<file path="config.mk">
export PLATFORM = sky130hd
export DESIGN_NAME = arb_rr_mux
export DESIGN_NICKNAME = d
export VERILOG_FILES = /design/src/rtl/arb_rr_mux.sv
export SDC_FILE = /design/constraint.sdc
export NUM_CORES = 1
export LEC_CHECK = 0
export ABC_AREA = 1
export ABC_CLOCK_PERIOD_IN_PS = 4750
export CAP_MARGIN = 20
export CORE_ASPECT_RATIO = 2
export CORE_MARGIN = 2
export CORE_UTILIZATION = 45
export DETAILED_ROUTE_END_ITERATION = 8
export PLACE_DENSITY = 0.75
export SYNTH_ARGS = -nofsm -noshare
export SYNTH_HDL_FRONTEND = slang
export SYNTH_SLANG_ARGS = --single-unit
</file>
<file path="constraint.sdc">
create_clock -name clk -period 4.75 [get_ports clk]
set_input_delay 0.95 -clock clk [delete_from_list [all_inputs] [get_ports clk]]
set_output_delay 0.95 -clock clk [all_outputs]
set_load 0.03 [all_outputs]
</file>
<file path="src/rtl/arb_rr_mux.sv">
// Round-robin arbiter and mux: grants one requester per packet and forwards its beats to one registered output.
// Latency: a beat accepted in cycle N is presented on out_* in cycle N+1, at one beat per cycle sustained.
// Backpressure: out_vld & ~out_rdy freezes the output register and deasserts every req_rdy.
module arb_rr_mux #(
  parameter type DAT_T = logic [8-1:0],
  parameter int  WIDTH = 9
) (
  input  logic                 clk,
  input  logic                 rst_n,
  input  logic [WIDTH-1:0]     req_vld,
  input  logic [WIDTH-1:0]     req_lst,
  input  DAT_T [WIDTH-1:0]     req_dat,
  output logic [WIDTH-1:0]     req_rdy,
  output logic                 out_vld,
  output logic                 out_lst,
  output DAT_T                 out_dat,
  input  logic                 out_rdy,
  output logic [WIDTH-1:0]     gnt
);

  localparam int PW = (WIDTH > 1) ? $clog2(WIDTH) : 1;
  localparam int DW = $bits(DAT_T);

  typedef enum logic {
    UNLOCKED = 1'b0,
    LOCKED   = 1'b1
  } state_t;

  state_t                     state_q;
  logic   [WIDTH-1:0]         owner_q;
  logic   [PW-1:0]            ptr_q;
  logic   [PW-1:0]            ptr_d;
  logic                       out_vld_q;
  logic                       out_lst_q;
  DAT_T                       out_dat_q;

  logic   [WIDTH-1:0][DW-1:0] req_dat_flat;
  logic   [DW-1:0]            mux_dat;
  logic                       mux_lst;
  logic   [PW-1:0]            xfer_idx;
  logic   [PW:0]              scan;
  logic                       found;
  logic                       acc;
  logic                       xfer;

  assign req_dat_flat = req_dat;

  // Output register can accept a new beat when empty or draining this cycle.
  assign acc     = ~out_vld_q | out_rdy;
  assign req_rdy = acc ? gnt : '0;
  assign xfer    = |(req_vld & req_rdy);

  assign out_vld = out_vld_q;
  assign out_lst = out_lst_q;
  assign out_dat = out_dat_q;

  // Grant: packet owner while locked, otherwise first valid requester scanning cyclically from ptr.
  always_comb begin
    gnt   = '0;
    found = 1'b0;
    scan  = '0;
    if (state_q == LOCKED) begin
      gnt = owner_q;
    end else begin
      for (int k = 0; k < WIDTH; k++) begin
        scan = {1'b0, ptr_q} + (PW+1)'(k);
        if (scan >= (PW+1)'(WIDTH)) begin
          scan = scan - (PW+1)'(WIDTH);
        end
        if (!found && req_vld[scan[PW-1:0]]) begin
          gnt[scan[PW-1:0]] = 1'b1;
          found             = 1'b1;
        end
      end
    end
  end

  // One-hot AND-OR mux of data and last flag, plus the granted index for the pointer update.
  always_comb begin
    mux_dat  = '0;
    mux_lst  = 1'b0;
    xfer_idx = '0;
    for (int i = 0; i < WIDTH; i++) begin
      mux_dat = mux_dat | (req_dat_flat[i] & {DW{gnt[i]}});
      mux_lst = mux_lst | (req_lst[i] & gnt[i]);
      if (gnt[i]) begin
        xfer_idx = PW'(i);
      end
    end
  end

  // Pointer moves to the requester after the one that just closed a packet.
  always_comb begin
    ptr_d = (xfer_idx == PW'(WIDTH-1)) ? '0 : xfer_idx + PW'(1);
  end

  // Lock FSM, round-robin pointer and output register.
  always_ff @(posedge clk or negedge rst_n) begin
    if (!rst_n) begin
      state_q   <= UNLOCKED;
      owner_q   <= '0;
      ptr_q     <= '0;
      out_vld_q <= 1'b0;
      out_lst_q <= 1'b0;
      out_dat_q <= '0;
    end else begin
      if (xfer) begin
        out_vld_q <= 1'b1;
        out_dat_q <= DAT_T'(mux_dat);
        out_lst_q <= mux_lst;
        if (mux_lst) begin
          state_q <= UNLOCKED;
          owner_q <= '0;
          ptr_q   <= ptr_d;
        end else begin
          state_q <= LOCKED;
          owner_q <= gnt;
        end
      end else if (out_rdy) begin
        out_vld_q <= 1'b0;
      end
    end
  end

endmodule

</file>
==> flow_metrics.env <==
export IMPL_worst_slack_ps=-324
export IMPL_num_rows=56
export IMPL_dieArea_um2=12800
export IMPL_avgSynthCellArea_um2=5.35
export IMPL_critPathMaxFanout=7
export IMPL_insertion_delay_ps=270
export IMPL_critical_path_class="reg2out"
export IMPL_relSlewSlack_pct=37.8
export IMPL_fmax_mhz=197
export IMPL_cts_root_buf="clkbuf_16"
export IMPL_fin_nets=1357
export IMPL_remaining_drc_errors=0
export IMPL_cts_buffers=3
export IMPL_yosysSeqAreaShare_pct=11.3
export IMPL_cp_end_kind="output port"
export IMPL_grt_usage_pct=43.0
export IMPL_grt_overflow_total=0
export IMPL_avgViaCountPerCell=5.97
export IMPL_crit_path_cell_trace="inv_2, ha_4, nor2_4, nand3_2, nand2_4, nand2_4, nand2_1, nand2_1, nor2_2, nand2_1, nand3_2, nand2_4, nor2_8, nand3_4, nor3_2, buf_4, nand4_1, nand3_4, nand2_4, nor2_4, buf_6"
export IMPL_rsz0062_at_grt="true"
export IMPL_max_slew_worst_pin_slew_ps=930
export IMPL_synth_xor_area_share_pct=1.60
export IMPL_synth_top_cell_area_share_pct=25.8
export IMPL_n_fill_cell=981
export IMPL_yosysUniqueCellTypes=41
export IMPL_min_path_type="reg2reg"
export IMPL_finalSetupViolCount=18
export IMPL_hold_viol_final=0
export IMPL_core_um2=11600
export IMPL_violations="setup timing"
export IMPL_die_w_um=80.9
export IMPL_cp_slowest_cell="dfrtp_2"
export IMPL_antenna_cells=0
export IMPL_grt_max_degree=25
export IMPL_period_needed_ps=5070
export IMPL_hold_buffers=0
export IMPL_clk_path_buf_depth=2
export IMPL_synth_adder_area_share_pct=4.94
export IMPL_slew_viol_final=0
export IMPL_avgRoutedWirePerCell_um=21.8
export IMPL_worst_path_buf_inv=3
export IMPL_start_util_pct=45.8
export IMPL_final_common_cell="nand2_1"
export IMPL_grt_pass1_wl_um=39600
export IMPL_syn_area_um2=5320
export IMPL_synth_mux_area_share_pct=0.188
export IMPL_synth_edff_count=0
export IMPL_synth_top_family_by_area="simple AND/OR/NAND/NOR gates"
export IMPL_antenna_left=0
export IMPL_final_cell_mix="nand2_1 (318), buf_4 (140), nand3_1 (115)"
export IMPL_synth_top_area_cell="nand2_1"
export IMPL_worstPathArrival_ps=4120
export IMPL_layout_drive_gt1_share_pct=32.4
export IMPL_die_height_um=158
export IMPL_worstPathRequired_ps=3800
export IMPL_status="finished with violations"
export IMPL_area_delta_synth_final_pct=62.9
export IMPL_place_port_buffers=120
export IMPL_drt_iter0_drc=945
export IMPL_placed_cell_area_um2=7260
export IMPL_pin_count=121
export IMPL_num_vias=8276
export IMPL_ys_warnings_count=0
export IMPL_antenna_found_initial=1
export IMPL_worstSetupStartpointType="flip-flop"
export IMPL_ys_ff_latch=24
export IMPL_first_pass_iters=6
export IMPL_ys_flop_type="dfrtp_1"
export IMPL_drt_wl_total_um=30200
export IMPL_crit_family="simple AND/OR/NAND/NOR gates"
export IMPL_synth_compound_gate_area_share_pct=9.57
export IMPL_htreeDepth=1
export IMPL_maxCapViolations=0
export IMPL_syn_inst=994
export IMPL_design_area_um2=8670
export IMPL_finalCritPeriodShare_pct=107
export IMPL_place_hpwl_um=20800
export IMPL_syn_num_nets=1108
export IMPL_finClkSkew_ps=2.59
export IMPL_cpPeakStageDelay_ps=450
export IMPL_tritoncts="done"
export IMPL_synthArstFlopShare_pct=100
export IMPL_cts_sinks=24
export IMPL_gp_congestion=1.02
export IMPL_clk_pin_slew_ps=70
export IMPL_cp_common_cell="nand2_4"
export IMPL_yosys_top_cells_area="nand2_1 (26%), nand3_1 (12%), dfrtp_1 (11%)"
export IMPL_yosys_area_share_simple_pct=62.3
export IMPL_grt_pass1_vias=7625
## sequential cells by signal (all words and copies together) (netlist names)
signal and cells:
owner_q 9, out_dat 8, ptr_q 4, out_lst 1, out_vld 1, state_q 1
## area by class of cell
cell class	count	area (um2)	share of cell area [%]
clock inverter	1	30.0	0.346
tap	145	181	2.09
multi-input combinational	839	4980	57.5
sequential	24	604	6.97
clock buffer	3	75.1	0.866
inverter	113	445	5.14
timing repair buffer	262	2350	27.1
## repair_timing
action	4_1_cts	5_1_grt
pin swaps	7	65
gates cloned	0	1
buffers inserted	7	42
setup endpoints to repair	18	41
gates resized for setup	40	196
## cells by family after synthesis
family	count (synthesis)
AOI/OAI and AO/OA	84
xor gates and xnor gates	8
adders and majority gates	21
buffers and inverters	131
DFF	24
muxes	1
and+or+nand+nor	725
## worst register-to-register path, delay by kind of cell (launching register included)
kind | cells | cell delay [ps]
adders and majority gates | 1 | 270
buffers and inverters | 4 | 650
DFF | 1 | 450
and+or+nand+nor | 24 | 3180
## path summary, 6_finish.rpt
check	slack [ps]	from	cells past startpoint	to
worst max-delay path	-320	ptr_q[0]	21	req_rdy[8]
worst min-delay path	470	out_lst	2	out_lst
worst max register to register	110	ptr_q[0]	29	ptr_q[2]
worst min register to register	470	out_lst	2	out_lst
max in group asynchronous	3430	rst_n	2	ptr_q[2]
min in group asynchronous	1040	rst_n	2	out_dat[2]
## metrics by stage
stage          util, %  setup slack, ps  TNS (ps)  hold slack (ps)  cells
2_1_floorplan        -             74.9         0              450    994
4_1_cts           65.1            0.812         0              485   1345
3_5_place_dp      62.4            -58.3     -72.8              468   1334
6_report          74.5             -324     -3510              474   1387
3_3_place_gp      62.4            -71.0      -111              457   1334
5_1_grt           74.5             -452     -6990              505   1387
## layer usage
metal,vias to the layer above,GRT usage (%),share of wire [%],wire length [um]
met2,602,74.1,48,14600
met3,290,14.0,10,3050
met1,3682,35.4,28,8600
li1,3700,-,-,-
met4,2,45.4,13,4020
met5,-,0,0.063,19
## cell usage after synthesis (3+ instances only)
cell      instances
a21oi_1          24
a31oi_1           3
buf_2             9
buf_4             5
clkinv_1          5
dfrtp_1          24
ha_1             21
inv_1            90
inv_2            17
nand2_1         366
nand2_2          27
nand2_4           6
nand3_1         129
nand3_2           9
nand4_1          37
nor2_1          110
nor2_2           11
nor2_4            7
nor2_8            3
nor3_1           17
o21a_1            3
o21ai_0          23
o21ai_1          13
o21ai_2          11
xor2_1            5
Power is not shown: default switching activity piles up to over one toggle a cycle in this logic, so the estimate is an artifact.
